$ cat src/rtl/ram_input_reader_if.sv
// ram_input_reader_if
//   Bundles the burst-request, RAM-read and output-stream signals of
//   ram_input_reader.
//   Signals:
//     start, base_addr, length    burst request (environment -> reader)
//     ram_addr / ram_q            RAM read address (reader -> RAM) and data (RAM -> reader)
//     out_data, out_valid         output stream (reader -> sink)
//     out_ready                   sink acceptance (sink -> reader)
//     busy, done                  status (reader -> environment)
//     checksum                    burst checksum, present only with RAM_INPUT_READER_CHECKSUM_EN
//   Modports: master = the reader, slave = the surrounding environment.
interface ram_input_reader_if #(
  parameter int DATA_WIDTH = 8,
  parameter int ADDR_WIDTH = 6
);
  logic                  start;
  logic [ADDR_WIDTH-1:0] base_addr;
  logic [ADDR_WIDTH:0]   length;
  logic [ADDR_WIDTH-1:0] ram_addr;
  logic [DATA_WIDTH-1:0] ram_q;
  logic [DATA_WIDTH-1:0] out_data;
  logic                  out_valid;
  logic                  out_ready;
  logic                  busy;
  logic                  done;
`ifdef RAM_INPUT_READER_CHECKSUM_EN
  logic [DATA_WIDTH-1:0] checksum;
`endif

  modport master (
    input  start, base_addr, length, ram_q, out_ready,
    output ram_addr, out_data, out_valid, busy, done
`ifdef RAM_INPUT_READER_CHECKSUM_EN
    , output checksum
`endif
  );

  modport slave (
    output start, base_addr, length, ram_q, out_ready,
    input  ram_addr, out_data, out_valid, busy, done
`ifdef RAM_INPUT_READER_CHECKSUM_EN
    , input checksum
`endif
  );
endinterface

$ cat src/rtl/ram_input_reader.sv
// ram_input_reader
//   Reads a burst of `length` words from a synchronous-read RAM, starting at
//   base_addr (addresses wrap modulo 2**ADDR_WIDTH), and streams them out
//   through a valid/ready interface via a 2-entry FIFO.
//   Ports:
//     clk    clock, all state changes on the rising edge
//     rst_n  synchronous active-low reset
//     bus    ram_input_reader_if.master (start/base_addr/length, ram_addr/ram_q,
//            out_data/out_valid/out_ready, busy, done[, checksum])
//   Optional feature: define RAM_INPUT_READER_CHECKSUM_EN to add the checksum
//   output (wrapping sum of the words transferred in the current burst).
//   Timing: a read is presented on ram_addr in cycle c, its data appears on
//   ram_q in c+1 and is written into the FIFO at the end of c+1.
module ram_input_reader #(
  parameter int DATA_WIDTH = 8,
  parameter int ADDR_WIDTH = 6
) (
  input  logic               clk,
  input  logic               rst_n,
  ram_input_reader_if.master bus
);

  localparam int CW = ADDR_WIDTH + 1;

  typedef enum logic [1:0] {IDLE, RUN, DRAIN} state_t;

  state_t                state, state_nxt;

  logic [ADDR_WIDTH-1:0] base_q;
  logic [CW-1:0]         len_q;
  logic [CW-1:0]         issued_cnt;
  logic [CW-1:0]         xfer_cnt;
  logic [ADDR_WIDTH-1:0] ram_addr_q;
  logic                  rd_vld_p1;
  logic [DATA_WIDTH-1:0] fifo_mem [2];
  logic                  wr_ptr;
  logic                  rd_ptr;
  logic [1:0]            fifo_cnt;
  logic                  done_q;

  logic                  accept;
  logic                  accept_zero;
  logic                  issue;
  logic                  pop;
  logic [2:0]            occupancy;
  logic [ADDR_WIDTH-1:0] rd_addr;

  assign pop     = (fifo_cnt != 2'd0) && bus.out_ready;
  assign rd_addr = base_q + issued_cnt[ADDR_WIDTH-1:0];

  // Next state and per-cycle decisions.
  // Slots are counted after this cycle's transfer: a word leaving the FIFO
  // now frees its slot for the read issued now, which lets a 2-entry FIFO
  // sustain one word per cycle while never holding more than two.
  always_comb begin
    state_nxt   = state;
    accept      = 1'b0;
    accept_zero = 1'b0;
    issue       = 1'b0;
    occupancy   = {1'b0, fifo_cnt} + {2'b00, rd_vld_p1} - {2'b00, pop};
    case (state)
      IDLE: begin
        if (bus.start) begin
          if (bus.length != '0) begin
            accept    = 1'b1;
            state_nxt = RUN;
          end else begin
            accept_zero = 1'b1;
          end
        end
      end
      RUN: begin
        if ((issued_cnt < len_q) && (occupancy < 3'd2)) begin
          issue = 1'b1;
          if (issued_cnt + CW'(1) == len_q) state_nxt = DRAIN;
        end
      end
      DRAIN: begin
        if (pop && (xfer_cnt + CW'(1) == len_q)) state_nxt = IDLE;
      end
      default: state_nxt = IDLE;
    endcase
  end

  always_ff @(posedge clk) begin
    if (!rst_n) state <= IDLE;
    else        state <= state_nxt;
  end

  // Burst parameters are only consulted outside IDLE, so they need no reset.
  always_ff @(posedge clk) begin
    if (accept) begin
      base_q <= bus.base_addr;
      len_q  <= bus.length;
    end
  end

  // ---- stage p0: read issue (address on ram_addr this cycle) ----
  // ---- stage p1: RAM data on ram_q, written into the FIFO ----
  always_ff @(posedge clk) begin
    if (!rst_n) begin
      issued_cnt  <= '0;
      xfer_cnt    <= '0;
      ram_addr_q  <= '0;
      rd_vld_p1   <= 1'b0;
      wr_ptr      <= 1'b0;
      rd_ptr      <= 1'b0;
      fifo_cnt    <= 2'd0;
      fifo_mem[0] <= '0;
      fifo_mem[1] <= '0;
      done_q      <= 1'b0;
    end else begin
      done_q    <= accept_zero || ((state == DRAIN) && (state_nxt == IDLE));
      rd_vld_p1 <= issue;
      if (accept) begin
        issued_cnt <= '0;
        xfer_cnt   <= '0;
      end
      if (issue) begin
        issued_cnt <= issued_cnt + CW'(1);
        ram_addr_q <= rd_addr;
      end
      if (pop) begin
        xfer_cnt <= xfer_cnt + CW'(1);
        rd_ptr   <= ~rd_ptr;
      end
      if (rd_vld_p1) begin
        fifo_mem[wr_ptr] <= bus.ram_q;
        wr_ptr           <= ~wr_ptr;
      end
      fifo_cnt <= fifo_cnt + {1'b0, rd_vld_p1} - {1'b0, pop};
    end
  end

  // ram_addr follows the read being issued and otherwise holds the last one.
  assign bus.ram_addr  = issue ? rd_addr : ram_addr_q;
  assign bus.out_data  = fifo_mem[rd_ptr];
  assign bus.out_valid = (fifo_cnt != 2'd0);
  assign bus.busy      = (state != IDLE);
  assign bus.done      = done_q;

`ifdef RAM_INPUT_READER_CHECKSUM_EN
  function automatic logic [DATA_WIDTH-1:0] wrap_add(
    input logic [DATA_WIDTH-1:0] a,
    input logic [DATA_WIDTH-1:0] b
  );
    return a + b;
  endfunction

  logic [DATA_WIDTH-1:0] checksum_q;

  // Cleared by any accepted start, so a zero-length burst reports 0.
  always_ff @(posedge clk) begin
    if (!rst_n) begin
      checksum_q <= '0;
    end else if (accept || accept_zero) begin
      checksum_q <= '0;
    end else if (pop) begin
      checksum_q <= wrap_add(checksum_q, bus.out_data);
    end
  end

  assign bus.checksum = checksum_q;
`else
  // Checksum feature not built: no checksum state or port.
`endif

endmodule

$ cat src/flat_wrapper.sv
// flat-port wrapper written by rule: the top's interface ports become plain ports
module ram_input_reader_flat 
#(
  parameter int DATA_WIDTH = 8,
  parameter int ADDR_WIDTH = 6
)
  (clk, rst_n, bus_start, bus_base_addr, bus_length, bus_ram_q, bus_out_ready, bus_ram_addr, bus_out_data, bus_out_valid, bus_busy, bus_done);
  ram_input_reader_if #(.DATA_WIDTH(DATA_WIDTH), .ADDR_WIDTH(ADDR_WIDTH)) bus_i ();
  input  logic clk;
  input  logic rst_n;
  input wire logic [$bits(bus_i.start)-1:0] bus_start;
  input wire logic [$bits(bus_i.base_addr)-1:0] bus_base_addr;
  input wire logic [$bits(bus_i.length)-1:0] bus_length;
  input wire logic [$bits(bus_i.ram_q)-1:0] bus_ram_q;
  input wire logic [$bits(bus_i.out_ready)-1:0] bus_out_ready;
  output wire logic [$bits(bus_i.ram_addr)-1:0] bus_ram_addr;
  output wire logic [$bits(bus_i.out_data)-1:0] bus_out_data;
  output wire logic [$bits(bus_i.out_valid)-1:0] bus_out_valid;
  output wire logic [$bits(bus_i.busy)-1:0] bus_busy;
  output wire logic [$bits(bus_i.done)-1:0] bus_done;
  assign bus_i.start = bus_start;
  assign bus_i.base_addr = bus_base_addr;
  assign bus_i.length = bus_length;
  assign bus_i.ram_q = bus_ram_q;
  assign bus_i.out_ready = bus_out_ready;
  assign bus_ram_addr = bus_i.ram_addr;
  assign bus_out_data = bus_i.out_data;
  assign bus_out_valid = bus_i.out_valid;
  assign bus_busy = bus_i.busy;
  assign bus_done = bus_i.done;
  ram_input_reader #(.DATA_WIDTH(DATA_WIDTH), .ADDR_WIDTH(ADDR_WIDTH)) u_core (.clk(clk), .rst_n(rst_n), .bus(bus_i));
endmodule
$ cat config.mk
export PLATFORM = sky130hd
export DESIGN_NAME = ram_input_reader_flat
export DESIGN_NICKNAME = d
export VERILOG_FILES = /design/src/rtl/ram_input_reader_if.sv /design/src/rtl/ram_input_reader.sv /design/src/flat_wrapper.sv
export SDC_FILE = /design/constraint.sdc
export NUM_CORES = 1
export LEC_CHECK = 0
export ABC_CLOCK_PERIOD_IN_PS = 11000
export CAP_MARGIN = 20
export CORE_UTILIZATION = 55
export CTS_CLUSTER_SIZE = 16
export DETAILED_ROUTE_END_ITERATION = 6
export GPL_ROUTABILITY_DRIVEN = 0
export GPL_TIMING_DRIVEN = 0
export PLACE_DENSITY_LB_ADDON = 0.3
export SYNTH_ARGS = -nofsm -noshare
export SYNTH_HDL_FRONTEND = slang
export SYNTH_SLANG_ARGS = --single-unit
export TNS_END_PERCENT = 50
$ cat constraint.sdc
create_clock -name clk -period 11 [get_ports clk]
set_clock_uncertainty 0.05 [all_clocks]
set_input_delay 2.2 -clock clk [delete_from_list [all_inputs] [get_ports clk]]
set_output_delay 2.2 -clock clk [all_outputs]
set_load 0.02 [all_outputs]
Word-level counts from Yosys, hierarchy flattened
Memories as Yosys holds them, arrays and structs flattened. A register that Yosys moved wholly into a read port is not among the register bits. Index checks and enable logic that the tools add are counted.

Register bits: 41. Memory bits (writable): 16. Bits of input ports: 25. Output and inout bits: 17. Word-level logic and storage cells: 67. Memories kept: 1.

Memories: u_core.fifo_mem (words 2, width 8, rd ports 1, clocked after Yosys merged registers in 1, write ports 2, line ram_input_reader.sv:35) `logic [DATA_WIDTH-1:0] fifo_mem [2];`.

Add/sub/neg operators: 7. $lt $le $gt $ge: 2. Equality and inequality tests: 4. Mux-type cells: 27. Bitwise operators: 2. Reduce and logical (&&, ||, !) cells: 13.

Operators with widths (count): $mux 7 (3); $mux 1 (16); $add 7x1->7 const B (2); $eq 7x7->1 (2); $mux 2 (5); $mux 8 (1); $reduce_bool 2->1 (4); $reduce_or 8->1 (1); $lt 7x7->1 (1); $reduce_bool 7->1 (1); $add 6x6->6 (1); $mux 6 (1); $pmux 2 s3 (1); $logic_and 1x1->1 (4); $logic_not 2->1 (2); $add 2x1->3 (1); $lt 3x2->1 const B (1); $sub 3x1->3 (1); $add 2x1->2 (1); $eq 2x1->1 const B (1); $eq 2x2->1 const B (1); $not 1->1 (2); $sub 2x1->2 (1); $logic_or 1x1->1 (1).

Depth between registers and ports, before layout
Depth in word-level cells: 10. Mapped depth: 14. Gate-level depth less buffers: 13.

Worst setup path after synthesis
OpenSTA, ideal clock, no wires.

Kind: input to output. Start point: input port bus_out_ready. End point: output port bus_ram_addr[1]. Data arrival time: 4671 ps. Required time: 8750 ps. Setup slack: 4079 ps. Stages on the path: 12. Buffers on the path: 1. Cell sequence: nand2_1 > clkinv_1 > ha_1 > inv_1 > ha_1 > fa_1 > xnor2_1 > nor3_1 > o21ai_0 > nor3_2 > buf_4 > mux2i_1.

Longest elaborated chain between the ends: 7.

Ends and longest elaborated chain: start: declaration (line flat_wrapper.sv:15) `input wire logic [$bits(bus_i.out_ready)-1:0] bus_out_ready;`; $logic_and 1x1->1 (line ram_input_reader.sv:48) `assign pop = (fifo_cnt != 2'd0) && bus.out_ready;`; via u_core.pop (line ram_input_reader.sv:44) `logic pop;`; $sub 3x1->3 (line ram_input_reader.sv:60) `occupancy = {1'b0, fifo_cnt} + {2'b00, rd_vld_p1} - {2'b00, pop};`; $lt 3x2->1 (line ram_input_reader.sv:73) `if ((issued_cnt < len_q) && (occupancy < 3'd2)) begin`; $logic_and 1x1->1 (line ram_input_reader.sv:73); $mux 1 (line ram_input_reader.sv:73); $mux 1 (line ram_input_reader.sv:61) `case (state)`; $mux 6 (line ram_input_reader.sv:136) `assign bus.ram_addr = issue ? rd_addr : ram_addr_q;`; end: declaration (line flat_wrapper.sv:16) `output wire logic [$bits(bus_i.ram_addr)-1:0] bus_ram_addr;`.

The timed path passes the listed nets, and every way through them passes these cells.

Worst setup path after layout
Start point: input port bus_out_ready. End point: output port bus_ram_addr[4].

Longest elaborated chain between the ends: 7.

Ends and longest elaborated chain: $logic_and 1x1->1 (line ram_input_reader.sv:48); via u_core.pop (line ram_input_reader.sv:44); $sub 3x1->3 (line ram_input_reader.sv:60); via u_core.occupancy[1] (line ram_input_reader.sv:45) `logic [2:0] occupancy;`; $lt 3x2->1 (line ram_input_reader.sv:73); $logic_and 1x1->1 (line ram_input_reader.sv:73); $mux 1 (line ram_input_reader.sv:73); $mux 1 (line ram_input_reader.sv:61); $mux 6 (line ram_input_reader.sv:136).

The timed path passes the listed nets, and every way through them passes these cells.

==> load_flow_metrics.sql <==
INSERT INTO impl_metrics (metric_group, metric, value, unit) VALUES
('run_status', 'run_status', 'finished, final reports clean', ''),
('clock_network', 'cts_root_buffer', 'sky130_fd_sc_hd__clkbuf_8', ''),
('timing', 'period_share', '75.7', '%'),
('finish', 'drive_above_1_share', '11.2', '%'),
('clock_network', 'num_cts_buffers', '9', ''),
('clock_network', 'clock_insertion_delay_worst_skew', '0.33', 'ns'),
('floorplanning', 'number_of_placement_rows', '27', ''),
('floorplanning', 'die_footprint', '5970', 'um2'),
('routing', 'post_drt_wl_per_cell', '14.9', 'um'),
('worst_setup_path', 'critical_path_required', '8.75', 'ns'),
('timing', 'tns', '0', 'ns'),
('clock_network', 'cts_sinks', '58', ''),
('pwr', 'power_density_over_the_cells', '185', 'nW/um2'),
('floorplanning', 'die-height', '77.3', 'um'),
('floorplanning', 'floorplan.die.width', '77.3', 'um'),
('timing', 'fin_crit', '8.32', 'ns'),
('finish', 'design_area', '3830', 'um2'),
('floorplanning', 'pin_count', '42', ''),
('place', 'dp_cells', '412', ''),
('synth', 'synth.distinct_cells', '50', ''),
('pwr', 'ir_drop', '0.158', 'mV'),
('clock_network', 'cts.repair_timing.setup_buffer_count', '0', ''),
('worst_setup_path', 'crit_arrival', '6.07', 'ns'),
('worst_setup_path', 'crit-reg2reg-capture', 'u_core.ram_addr_q[3]', ''),
('pwr', 'power.static_leakage', '1.55', 'nW'),
('routing', 'totalWireLength', '6.40', 'mm'),
('routing', 'detailedRoute.firstIterationViolations', '156', ''),
('routing', 'drc', '0', ''),
('synth', 'avgSynthCellArea', '10.4', 'um2'),
('timing', 'hold_viol', '0', ''),
('global_route', 'wire_length_of_the_first_global_routing_pass', '10.6', 'mm'),
('synth', 'synth_enable_flop_cells', '29', ''),
('job', 'maxCapViolations', '0', ''),
('worst_setup_path', 'critical_path.reg2reg.startpoint', 'u_core.fifo_cnt[1]', ''),
('finish', 'multi_input_comb_area', '1530', 'um2'),
('finish', 'most-common-layout-cells', 'sky130_fd_sc_hd__clkdlybuf4s50_1 (41), sky130_fd_sc_hd__dfxtp_1 (29), sky130_fd_sc_hd__edfxtp_1 (29)', ''),
('timing', 'hold_slack', '0.474', 'ns'),
('floorplanning', 'floorplan.initialDensity', '57.0', '%'),
('hold_path', 'min_from', 'u_core.xfer_cnt[1]', ''),
('worst_setup_path', 'ff2ff_path_depth', '13', ''),
('timing', 'setup_slack', '2.68', 'ns'),
('finish', 'final_common_cell', 'sky130_fd_sc_hd__clkdlybuf4s50_1', ''),
('global_route', 'track_usage', '23.5', '%'),
('place', 'dpl.hpwl', '4.61', 'mm'),
('timing', 'slew_headroom', '53.0', '%'),
('synth', 'syn-cell-area', '3120', 'um2'),
('routing', 'detail_route.first_pass.iterations', '4', ''),
('synth', 'postSynth.asyncResetShare', '0', '%'),
('worst_setup_path', 'critical_path_peak_fanout', '10', ''),
('worst_setup_path', 'setup.reg_to_reg.worst_slack', '7.10', 'ns'),
('finish', 'layout.area.seq', '1450', 'um2'),
('finish', 'area_growth_syn_to_layout', '23.0', '%'),
('synth', 'dominantRegCellSynth', 'sky130_fd_sc_hd__edfxtp_1', ''),
('finish', 'n_fill_cell', '445', ''),
('worst_setup_path', 'cp-start-kind', 'input port', ''),
('synth', 'yosysSeqAreaShare', '46.5', '%'),
('synth', 'yosys_warnings', '0', ''),
('global_route', 'maximum_number_of_pins_on_one_net_before_global_route_repair', '16', ''),
('routing', 'route.vias.total', '2307', ''),
('synth', 'ys_ff_latch', '58', ''),
('synth', 'netlist_instances', '299', ''),
('finish', 'num_antenna_cells', '0', ''),
('timing', 'worst-slew-pin-transition', '0.698', 'ns'),
('hold_path', 'timing.hold.worst_endpoint', 'u_core.xfer_cnt[1]', ''),
('timing', 'max_clock_freq', '120', 'MHz'),
('routing', 'post_drt_via_cell_ratio', '5.38', ''),
('routing', 'detail-route-antenna-nets', '0', ''),
('worst_setup_path', 'timing.critical_path.to_type', 'primary output', ''),
('clock_network', 'clock_tree.htree_level_count', '3', ''),
('place', 'dpl_worst_slack', '2.72', 'ns'),
('global_route', 'overflow', '0', '');
==> logic make-up after synthesis <==
| group | Yosys count | synth area share, % |
|---|---|---|
| muxes | 15 | 5.38 |
| xor gates and xnor gates | 26 | 7.30 |
| buffers and inverters | 32 | 4.25 |
| AOI/OAI and AO/OA | 42 | 9.55 |
| DFF | 58 | 46.5 |
| adders and majority gates | 18 | 7.70 |
| and+or+nand+nor | 108 | 19.3 |
==> Yosys cell counts (2+ instances only) <==
cell type                  number  area share (%)
sky130_fd_sc_hd__a211o_1        2            0.56
sky130_fd_sc_hd__a21boi_0       3            0.72
sky130_fd_sc_hd__a21oi_1       13             2.1
sky130_fd_sc_hd__a22o_1         2            0.56
sky130_fd_sc_hd__a31oi_1        2            0.40
sky130_fd_sc_hd__and2_1        27             5.4
sky130_fd_sc_hd__and3_1         3            0.60
sky130_fd_sc_hd__clkbuf_1       7            0.84
sky130_fd_sc_hd__dfxtp_1       29              19
sky130_fd_sc_hd__edfxtp_1      29              28
sky130_fd_sc_hd__fa_1           2             1.3
sky130_fd_sc_hd__ha_1          16             6.4
sky130_fd_sc_hd__inv_1         21             2.5
sky130_fd_sc_hd__mux2_2        14             5.1
sky130_fd_sc_hd__nand2_1       19             2.3
sky130_fd_sc_hd__nand2b_1       4            0.80
sky130_fd_sc_hd__nand3_1       11             1.8
sky130_fd_sc_hd__nand4_1        2            0.40
sky130_fd_sc_hd__nor2_1        12             1.4
sky130_fd_sc_hd__nor2b_1        7             1.4
sky130_fd_sc_hd__nor3_1         8             1.3
sky130_fd_sc_hd__nor4_1         2            0.40
sky130_fd_sc_hd__o211ai_1       2            0.48
sky130_fd_sc_hd__o21a_1         3            0.72
sky130_fd_sc_hd__o21ai_0        8             1.3
sky130_fd_sc_hd__or3_1          3            0.60
sky130_fd_sc_hd__xnor2_1       17             4.8
sky130_fd_sc_hd__xor2_1         9             2.5
==> per-stage QoR <==
| step | total power, mW | util [%] |
|---|---|---|
| after global placement | 0.496 | 66.1 |
| after floorplan | 0.420 | - |
| after detailed placement | 0.503 | 66.1 |
| after CTS | 0.715 | 69.9 |
| after global routing | 0.750 | 70.1 |
| final | 0.710 | 70.1 |
==> area by class of cell <==
| cell class | count | share of cell area [%] |
|---|---|---|
| clock buffer | 10 | 3.33 |
| sequential | 58 | 37.8 |
| tap | 72 | 2.35 |
| clock inverter | 6 | 2.12 |
| buffer | 10 | 1.31 |
| inverter | 22 | 2.15 |
| timing repair buffer | 42 | 10.9 |
| multi-input combinational | 209 | 40.0 |
==> power by group <==
part / total [mW] / internal [mW] / switching (mW)
sequential: 0.267 / 0.253 / 0.0144
combinational: 0.233 / 0.109 / 0.124
clock: 0.211 / 0.126 / 0.0849
total: 0.710 / 0.487 / 0.223
==> critical path, stage by stage <==
cell and delay, ns:
sky130_fd_sc_hd__clkdlybuf4s50_1 0.40, sky130_fd_sc_hd__nand2_1 0.08, sky130_fd_sc_hd__clkinv_1 0.23, sky130_fd_sc_hd__ha_1 0.37
sky130_fd_sc_hd__inv_1 0.03, sky130_fd_sc_hd__ha_1 0.18, sky130_fd_sc_hd__fa_1 0.46, sky130_fd_sc_hd__nor3_1 0.26
sky130_fd_sc_hd__o21ai_0 0.31, sky130_fd_sc_hd__nor3_2 0.41, sky130_fd_sc_hd__buf_4 0.25, sky130_fd_sc_hd__mux2_2 0.35
sky130_fd_sc_hd__clkdlybuf4s50_1 0.53
==> worst max-delay path by stage <==
stage                 endpoint           from  cells after the start
2_1_floorplan  bus_ram_addr[1]  bus_out_ready                     12
3_3_place_gp   bus_ram_addr[4]  bus_out_ready                     14
3_5_place_dp   bus_ram_addr[4]  bus_out_ready                     14
4_1_cts        bus_ram_addr[4]  bus_out_ready                     14
5_1_grt        bus_ram_addr[4]  bus_out_ready                     14
6_report       bus_ram_addr[4]  bus_out_ready                     13
==> routing by layer <==
metal / global-route usage, % / wire length, um
met4: 10.8 / 98
met3: 6.90 / 345
met5: 0 / 0
met1: 28.8 / 2790
met2: 37.9 / 3160
==> state kept, by name (all words and copies together), names as in the netlist, 2 cells and up, named ones only <==
name	flops
u_core.ram_addr_q	6
u_core.base_q	6
u_core.issued_cnt	7
u_core.fifo_cnt	2
u_core.len_q	7
u_core.state	2
u_core.fifo_mem	16
u_core.xfer_cnt	7
Note: power is estimated with default switching activity, not from simulation.
